--- src/rtl/hazard_controller.sv ---
// hazard_controller: pipeline stall/flush/bubble control, EX forwarding and data-memory wait/timeout sequencing
module hazard_controller #(
    parameter int MEM_TIMEOUT = 15,
    parameter int CNT_W       = 16
) (
    input  logic             clk,
    input  logic             reset,
    input  logic [4:0]       Rs1D,
    input  logic [4:0]       Rs2D,
    input  logic [4:0]       Rs1E,
    input  logic [4:0]       Rs2E,
    input  logic [4:0]       RdE,
    input  logic             MemReadE,
    input  logic             PCSrcE,
    input  logic [4:0]       RdM,
    input  logic [4:0]       RdW,
    input  logic             RegWriteM,
    input  logic             RegWriteW,
    input  logic             MemReqM,
    input  logic             MemReadyM,
    output logic             StallF,
    output logic             StallD,
    output logic             FlushD,
    output logic             BubbleE,
    output logic             HoldE,
    output logic             HoldM,
    output logic             BubbleW,
    output logic [1:0]       ForwardAE,
    output logic [1:0]       ForwardBE,
    output logic             MemFault,
    output logic [CNT_W-1:0] StallCount,
    output logic [CNT_W-1:0] FlushCount
);
    typedef enum logic [1:0] {RUN, MEMWAIT, FAULT} state_t;

    localparam int WCW = $clog2(MEM_TIMEOUT + 2);
    localparam logic [WCW-1:0] LAST = WCW'(MEM_TIMEOUT == 0 ? 0 : MEM_TIMEOUT - 1);

    state_t           state_q, state_d;
    logic [WCW-1:0]   wait_cnt_q, wait_cnt_d;
    logic [CNT_W-1:0] stall_cnt_q, stall_cnt_d;
    logic [CNT_W-1:0] flush_cnt_q, flush_cnt_d;
    logic             lu, mw, fault, en, hold, to_fault;

    // EX forwarding: MEM result has priority over WB; x0 is never forwarded
    always_comb begin
        ForwardAE = (RegWriteM && RdM != 5'd0 && RdM == Rs1E) ? 2'b10 :
                    (RegWriteW && RdW != 5'd0 && RdW == Rs1E) ? 2'b01 : 2'b00;
        ForwardBE = (RegWriteM && RdM != 5'd0 && RdM == Rs2E) ? 2'b10 :
                    (RegWriteW && RdW != 5'd0 && RdW == Rs2E) ? 2'b01 : 2'b00;
    end

    // Pipeline controls: fault/mem-wait hold beats redirect, redirect beats load-use
    always_comb begin
        lu      = MemReadE && RdE != 5'd0 && (RdE == Rs1D || RdE == Rs2D);
        mw      = MemReqM && !MemReadyM;
        fault   = state_q == FAULT;
        en      = reset || fault;
        hold    = fault || mw;
        StallF  = en && (hold || (!PCSrcE && lu));
        StallD  = StallF;
        FlushD  = en && !hold && PCSrcE;
        BubbleE = en && !hold && (PCSrcE || lu);
        HoldE   = en && hold;
        HoldM   = en && hold;
        BubbleW = en && hold;
    end

    // Next state: wait sequencing, timeout detection and saturating counters
    always_comb begin
        to_fault    = MEM_TIMEOUT != 0 && mw && wait_cnt_q == LAST;
        wait_cnt_d  = mw ? wait_cnt_q + WCW'(1) : '0;
        state_d     = fault    ? FAULT :
                      to_fault ? FAULT :
                      (mw || (state_q == MEMWAIT && !MemReadyM)) ? MEMWAIT : RUN;
        stall_cnt_d = (StallF && !fault && stall_cnt_q != '1) ? stall_cnt_q + CNT_W'(1) : stall_cnt_q;
        flush_cnt_d = (FlushD && flush_cnt_q != '1) ? flush_cnt_q + CNT_W'(1) : flush_cnt_q;
    end

    // State registers with synchronous active-low reset
    always_ff @(posedge clk) begin
        if (!reset) begin
            state_q     <= RUN;
            wait_cnt_q  <= '0;
            stall_cnt_q <= '0;
            flush_cnt_q <= '0;
        end else begin
            state_q     <= state_d;
            wait_cnt_q  <= wait_cnt_d;
            stall_cnt_q <= stall_cnt_d;
            flush_cnt_q <= flush_cnt_d;
        end
    end

    assign MemFault   = fault;
    assign StallCount = stall_cnt_q;
    assign FlushCount = flush_cnt_q;
endmodule

--- config.mk ---
export PLATFORM = sky130hd
export DESIGN_NAME = hazard_controller
export DESIGN_NICKNAME = d
export VERILOG_FILES = /design/src/rtl/hazard_controller.sv
export SDC_FILE = /design/constraint.sdc
export NUM_CORES = 1
export LEC_CHECK = 0
export BUFFER_PORTS_ARGS = -buffer_cell sky130_fd_sc_hd__buf_2
export CORE_ASPECT_RATIO = 1.1
export CORE_MARGIN = 2
export CORE_UTILIZATION = 49
export DETAILED_ROUTE_END_ITERATION = 16
export PLACE_DENSITY = 0.8
export RECOVER_POWER = 100
export SETUP_SLACK_MARGIN = 0.02
export SLEW_MARGIN = 40
export SYNTH_ARGS = -nofsm -noshare
export SYNTH_HDL_FRONTEND = slang
export SYNTH_SLANG_ARGS = --single-unit
--- constraint.sdc ---
create_clock -name clk -period 2.2 [get_ports clk]
set_input_delay 0.11 -clock clk [delete_from_list [all_inputs] [get_ports clk]]
set_output_delay 0.11 -clock clk [all_outputs]
set_load 0.005 [all_outputs]
# --- After elaboration in Yosys (flattened, before gate mapping) ---
# Cells that the tools add are included.
totals:
  ff_bits: 39
  input_bits: 43
  output_inout_bits: 44
  wordCells: 62
op_classes:
  addsub: 3
  eq_ne: 11
  muxes: 7
  bitwise_logic: 1
  n_reduce_logical: 35
op_table:
  columns: ["op", "n"]
  rows:
  - ["adder 16 x 1 -> 16 bit (second input constant)", 2]
  - ["!= test 16 bit (second input constant)", 2]
  - ["== test 5 bit", 6]
  - ["logical AND 1 bit", 20]
  - ["nonzero test 5 bit", 3]
  - ["2-to-1 mux 2 bit", 4]
  - ["logical OR 1 bit", 6]
  - ["adder 5 x 1 -> 5 bit (second input constant)", 1]
  - ["== test 5 x 4 -> 1 bit (second input constant)", 1]
  - ["zero test 1 bit", 4]
  - ["2-to-1 mux 1 bit", 3]
  - ["OR reduction 3 bit", 1]
  - ["== test 2 x 1 -> 1 bit (second input constant)", 1]
  - ["== test 2 bit (second input constant)", 1]
  - ["AND reduction 2 bit", 1]
  - ["NOT 1 bit", 1]

# --- Depth between registers and ports, before layout ---
# Gate-level depths: netlist of the first run.
logic_depth:
  ltp_word: 8
  ltp_mapped: 8
  mapped_depth_nobuf: 7

# --- Worst setup path after synthesis of the first run ---
# OpenSTA, ideal clock, no wires.
synth_timing:
  kind: "reg2reg"
  startpoint: "register stall_cnt_q[0], in the netlist StallCount[0]"
  endpoint: "register stall_cnt_q[3], in the netlist StallCount[3]"
  arrival_time_ps: 1739
  required_time_ps: 2099
  slack_ps: 360
  stages_incl_launch_ff: 9
  n_path_buf: 1
  period_less_slack_ps: 1840
  cell_sequence: "dfxtp_1 > ha_1 > nand3_1 > nor2_1 > nand2_1 > o21ai_1 > buf_2 > o311ai_0 > o41ai_1"
synth_between:
  elab_chain_len: 2
  word_cells_on_any_way: 3
  cone_classes: "add/sub: 1; eq/ne: 1; reduce/logical: 1"
synth_rtl:
  columns: ["element", "line", "source"]
  rows:
  - ["start: declaration", "41", "logic [CNT_W-1:0] stall_cnt_q, stall_cnt_d;"]
  - ["start signal: assignment", "90", "stall_cnt_q <= stall_cnt_d;"]
  - ["branches (longest 2 deep; another with adder 16 x 1 -> 16 bit)", null, null]
# Several ways; the timed one is not identified.
# A chain may end at the register's enable or synchronous reset.

# --- Worst setup path in the final report of the first run ---
layout_timing:
  startpoint: "register stall_cnt_q[0], in the netlist StallCount[0]"
  endpoint: "register stall_cnt_q[14], in the netlist StallCount[14]"
# The elaborated chain is that of the path after synthesis.

==> results of run 1 <==
-- cell usage after synthesis (2+ instances only) --
library cell,count,area (µm²)
o21ai_0,8,40.0
inv_1,3,11.3
and3_1,6,37.5
or3_1,6,37.5
buf_2,3,15.0
mux2i_1,5,50.1
dfxtp_1,39,781
o21ai_1,2,10.0
nand2_1,18,67.6
nor3_1,2,10.0
o31ai_1,6,45.0
xor2_1,23,201
nand3_1,14,70.1
xnor2_1,21,184
or4_1,11,82.6
a21oi_1,13,65.1
nor2_1,24,90.1
nand2b_1,4,25.0
o311ai_0,3,26.3
buf_4,3,22.5
and4_1,8,70.1
ha_1,4,50.1
a21o_1,2,15.0
o41ai_1,3,26.3
nor4_1,6,37.5
clkbuf_1,3,11.3
nand4_1,8,50.1
-- worst register-to-register path, stage by stage, from the launching register on --
cell and delay [ns]:
dfxtp_1 0.35, ha_1 0.22, nand3_1 0.17, nor2_1 0.13, nand2_1 0.08, o21ai_0 0.06, buf_4 0.20, or4_1 0.47
a21oi_1 0.17
-- per-layer routing --
metal | share of wire, % | global-route usage, % | vias to the layer above
met3 | 6.3 | 5.29 | 8
met1 | 44 | 23.7 | 1025
met4 | 1.3 | 7.63 | 0
met5 | 0 | 0 | -
li1 | - | - | 1148
met2 | 49 | 34.8 | 75
-- flip-flops by register name, indices dropped and copies added (netlist names) --
name	flops
StallCount	16
state_q	2
FlushCount	16
wait_cnt_q	5
-- final cells by class --
class                           instances  area share [%]
Clock buffer                            5            2.43
Sequential cell                        39            27.5
Clock inverter                          3            1.54
Inverter                                3           0.397
Tap cell                               56            2.47
Multi-Input combinational cell        213            50.1
Timing Repair Buffer                   92            15.5
-- power groups by stage --
stage | sequential (mW) | combinational [mW] | clock (mW)
2_1_floorplan | 0.733 | 0.101 | 0
3_3_place_gp | 0.733 | 0.178 | 0
3_5_place_dp | 0.734 | 0.182 | 0
4_1_cts | 0.717 | 0.183 | 0.616
5_1_grt | 0.718 | 0.199 | 0.633
6_report | 0.717 | 0.177 | 0.597
-- path summary, 6_finish.rpt --
kind | startpoint | to | depth (start not counted)
worst max-delay path | StallCount[0] | StallCount[14] | 8
worst min-delay path | MemReadyM | state_q[0] | 2
worst max register to register | StallCount[0] | StallCount[14] | 8
worst min register to register | wait_cnt_q[0] | wait_cnt_q[0] | 1
-- per-stage QoR --
stage | cells | utilization (%)
after floorplan | 267 | -
after global placement | 403 | 60.3
after detailed placement | 403 | 60.3
after CTS | 411 | 62.8
after global routing | 411 | 61.9
final | 411 | 61.9
-- cells by family after synthesis --
kind of cell / after synthesis / synth area share [%]
xor+xnor: 44 / 16.7
simple gates: 115 / 27.8
compound gates: 45 / 13.2
flops: 39 / 33.9
fa+ha+maj: 4 / 2.18
buf+inv: 15 / 3.91
mux: 5 / 2.18
==> flow_metrics.tcl, run 1 <==
set metrics [dict create \
    synthCells 267 \
    groute.usage.overall_pct 19.9 \
    power_mw 1.49 \
    grt_overflow 0 \
    via_per_inst 5.49 \
    critPathKind "flip-flop to flip-flop" \
    start_kind "flip-flop" \
    drive_gt1_share_pct 21.7 \
    layout.nets 401 \
    power_density_nw_per_um2 525 \
    p_leak_nw 1.13 \
    reg2reg_slack_ns 0.28 \
    whs_ns 0.0231 \
    seq_area_um2 781 \
    ys_seq_elements 39 \
    drv_slew 0 \
    routed_wl_um 5270 \
    setup_ws_ns 0.278 \
    hold_class "input port to flip-flop" \
    path_cells "ha_1, nand3_1, nor2_1, nand2_1, o21ai_0, buf_4, or4_1, a21oi_1" \
    drv_cap 0 \
    grt_pass1_vias 1982 \
    antenna_cells 0 \
    yosysWarnings 0 \
    p_comb_share_pct 11.9 \
    syn-cell-area_um2 2300 \
    drtIter0Drc 66 \
    max_stage_delay_ns 0.47 \
    dieArea_um2 5260 \
    pwr-share-seq_pct 48.1 \
    fmax_mhz 520 \
    ir_drop_uv 344 \
    clk_pin_slew_ns 0.08 \
    nFillCells 427 \
    clk_latency_ns 0.29 \
    p_clk_share_pct 40.0 \
    worstMarginPinSlew_ns 0.533 \
    status "finished clean" \
    cts.htree.levels 2 \
    multi_input_area_um2 1420 \
    most-common-layout-cells "buf_2, dfxtp_1, clkbuf_1, nor2_1, xor2_1" \
    grt_max_degree 24 \
    die_h_um 75.9 \
    yosysUniqueCellTypes 46 \
    ys_seq_area_share_pct 33.9 \
    row_count 26 \
    cts_resized 0 \
    post-cts-setup-buffers 0 \
    worst_path_max_delay_cell "or4_1" \
    cts_buffer_depth 2 \
    cts_tree "built" \
    p_int_mw 1.13 \
    placed_cell_area_um2 2770 \
    portBuffers 86 \
    syn_area_per_cell_um2 8.62 \
    setup_tns_ns 0 \
    floorplan.initialDensity_pct 50.2 \
    ant_nets 0 \
    mostFrequentLayoutCell "buf_2" \
    relSlewSlack_pct 64.4 \
    synth_flop_cell "dfxtp_1" \
    grt_setup_unrepaired "false" \
    dp_slack_ns 0.297 \
    crit_fanout 18 \
    boundaryPins 87 \
    fin_crit_ns 1.92 \
    globalplace.congestion 0.839 \
    async_reset_ff_share_pct 0 \
    route.detailed.wl_per_inst_um 12.8 \
    p_sw_share_pct 24.0 \
    drc 0 \
    cts_buffers 5 \
    dr.pass1.iters 4 \
    place_hpwl_um 4120 \
    synth_nets 314 \
    cts_root_buf "clkbuf_8" \
    end_kind "flip-flop" \
    cts_hold_buf 0 \
    hold_viol_final 0 \
    finalSetupViolations 0 \
    num_vias 2256 \
    cp.arrival_ns 2.14 \
    path_delay_family "simple AND/OR/NAND/NOR gates" \
    post-route-period-util_pct 87.4 \
    core_um2 4590 \
    grt_first_pass_wirelength_um 8540 \
    crit_required_ns 2.42 \
    path_buf_inv 1 \
    finalInstanceArea_um2 2840 \
    die_width_um 69.3 \
    synth_edf_count 0 \
    area_growth_pct 23.3 \
    power_switching_uw 357 \
    antenna_found_initial 0 \
    skew_ns 0.0105 \
    cts.sinks 39 \
]
(Power assumes the default switching activity.)
==> run 2: changes to the inputs <==
ABC_AREA = 1   (was unset)
CORE_UTILIZATION = 51   (was 49)
PLACE_DENSITY = 0.81   (was 0.8)
==> run 2 against run 1 <==
Net effect:
- cell count rose by 29%
- critical path type unchanged
- hold slack improved by 0.17 ns
- die area rose by 9.3%
- setup slack got worse by 0.098 ns
- via count rose by 22%
- global-route usage rose by 2.3 points
- combinational power rose by 7%
==> flow_metrics.tcl, run 2 <==
set metrics [dict create \
    hold_viol_final 0 \
    routed_wl_um 6320 \
    die_width_um 72.5 \
    ys_seq_area_share_pct 29.7 \
    start_kind "flip-flop" \
    end_kind "flip-flop" \
    synth_flop_cell "dfxtp_1" \
    setup_tns_ns 0 \
    route.detailed.wl_per_inst_um 11.9 \
    portBuffers 86 \
    die_h_um 79.3 \
    dp_cells 524 \
    cts_tree "built" \
    grt_setup_unrepaired "true" \
    drv_cap 0 \
    mostFrequentLayoutCell "nand2_1" \
    power_mw 1.38 \
    grt_max_degree 21 \
    cts.sinks 39 \
    num_vias 2753 \
    most-common-layout-cells "nand2_1, buf_2, inv_1, dfxtp_1, nor2_1" \
    clk_pin_slew_ns 0.08 \
    via_per_inst 5.17 \
    globalplace.congestion 0.899 \
    p_leak_nw 1.36 \
    grt_overflow 0 \
    drtIter0Drc 94 \
    drive_gt1_share_pct 21.5 \
    fmax_mhz 495 \
    fin_crit_ns 2.02 \
    cts.htree.levels 2 \
    place_hpwl_um 5040 \
    status "finished clean" \
    grt_first_pass_wirelength_um 10400 \
    cts_resized 0 \
    finalSetupViolations 0 \
    power_density_nw_per_um2 440 \
    critPathKind "flip-flop to flip-flop" \
    r2r-start "StallCount[0]" \
    cts_buffers 5 \
    clk_latency_ns 0.28 \
    synth.area.top_cells "dfxtp_1, nand2_1, xor2_1" \
    grt_pass1_vias 2609 \
    syn_area_per_cell_um2 6.80 \
    dieArea_um2 5750 \
    synth_most_common_cell "nand2_1" \
    boundaryPins 87 \
    whs_ns 0.197 \
    reg2reg_slack_ns 0.18 \
    row_count 27 \
    dr.pass1.iters 4 \
    core_um2 5000 \
    post-cts-setup-buffers 0 \
    async_reset_ff_share_pct 0 \
    hold_class "input port to flip-flop" \
    area_growth_pct 19.0 \
    synth.largest_area_cell "dfxtp_1" \
    cts_root_buf "clkbuf_8" \
    floorplan.initialDensity_pct 52.6 \
    startpoint "StallCount[0]" \
    post-route-period-util_pct 91.8 \
    groute.usage.overall_pct 22.2 \
    antenna_found_initial 0 \
    drc 0 \
    syn-cell-area_um2 2630 \
    cts_buffer_depth 2 \
    cp.arrival_ns 2.23 \
    ant_nets 0 \
    final_cells 532 \
    synthCells 387 \
    synth_nets 434 \
    yosys.area.top_type_share_pct 29.7 \
    yosysUniqueCellTypes 33 \
    final_util_pct 62.6 \
    synth_edf_count 0 \
    drv_slew 0 \
    crit_required_ns 2.41 \
    crit_fanout 14 \
    antenna_cells 0 \
    ys_seq_elements 39 \
    layout.nets 520 \
    skew_ns 0.00347 \
    r2r-end "StallCount[14]" \
    ir_drop_uv 277 \
    hold_depth 3 \
    synth_common_cells "nand2_1, inv_1, dfxtp_1, nor2_1" \
    yosysWarnings 0 \
    relSlewSlack_pct 71.4 \
    worstSetupEndpoint "StallCount[14]" \
    worstMarginPinSlew_ns 0.425 \
    reg2regPathDepth 8 \
    cts_hold_buf 0 \
]
[run 2: worst min path at each step]
stage | from | to | slack (ns)
finish | reset | StallCount[11] | 0.20
global route | reset | StallCount[11] | 0.22
CTS | reset | StallCount[11] | 0.12
detailed placement | reset | StallCount[11] | 0.43
global placement | reset | StallCount[11] | 0.43
floorplan | PCSrcE | FlushD | 0.32
[run 2: routing by layer]
metal / part of all wire [%] / GRT usage (%) / wire length (µm) / up-vias
li1: - / - / - / 1428
met1: 42 / 24.7 / 2680 / 1233
met2: 50 / 41.6 / 3190 / 87
met3: 6.3 / 4.57 / 398 / 5
met4: 0.82 / 6.67 / 52 / 0
met5: 0 / 0 / 0 / -
[run 2: logic make-up (layout without fill, tap and decap cells)]
group | count (synthesis) | count (layout) | synth area share (%)
compound gates | 49 | 49 | 11.7
xor+xnor | 37 | 37 | 12.3
buf+inv | 65 | 152 | 10.7
flops | 39 | 39 | 29.7
simple gates | 193 | 193 | 33.7
fa+ha+maj | 4 | 4 | 1.90
[run 2: layout make-up]
cell class	instances	area, µm²
clock buffers	5	68.8
clock inverters	3	20.0
fillers	469	1870
inverters	53	199
multi-input cells	283	1550
flip-flops and latches	39	781
well taps	58	72.6
repair buffers	91	444
[run 2: worst max-delay path, cell delays in order (launching register included)]
cell and delay, ns:
dfxtp_1 0.39, ha_1 0.21, nand2_1 0.12, nor3_4 0.28, nand4_1 0.10, or2_1 0.38
nand3_4 0.25, nand2_2 0.07, a21oi_1 0.15
[run 2: report_power, final]
part	internal [mW]	leakage [nW]	switching [mW]	total (mW)
clock	0.220	0.0402	0.251	0.471
combinational	0.0836	1.01	0.107	0.190
sequential	0.711	0.315	0.00573	0.717
total	1.02	1.36	0.364	1.38
[run 2: through the flow]
stage / worst slack [ns] / area [µm²]
6_report: 0.180 / 3130
5_1_grt: 0.0123 / 3130
4_1_cts: 0.188 / 3180
3_5_place_dp: 0.194 / 3090
3_3_place_gp: 0.321 / 3090
2_1_floorplan: 0.402 / 2630
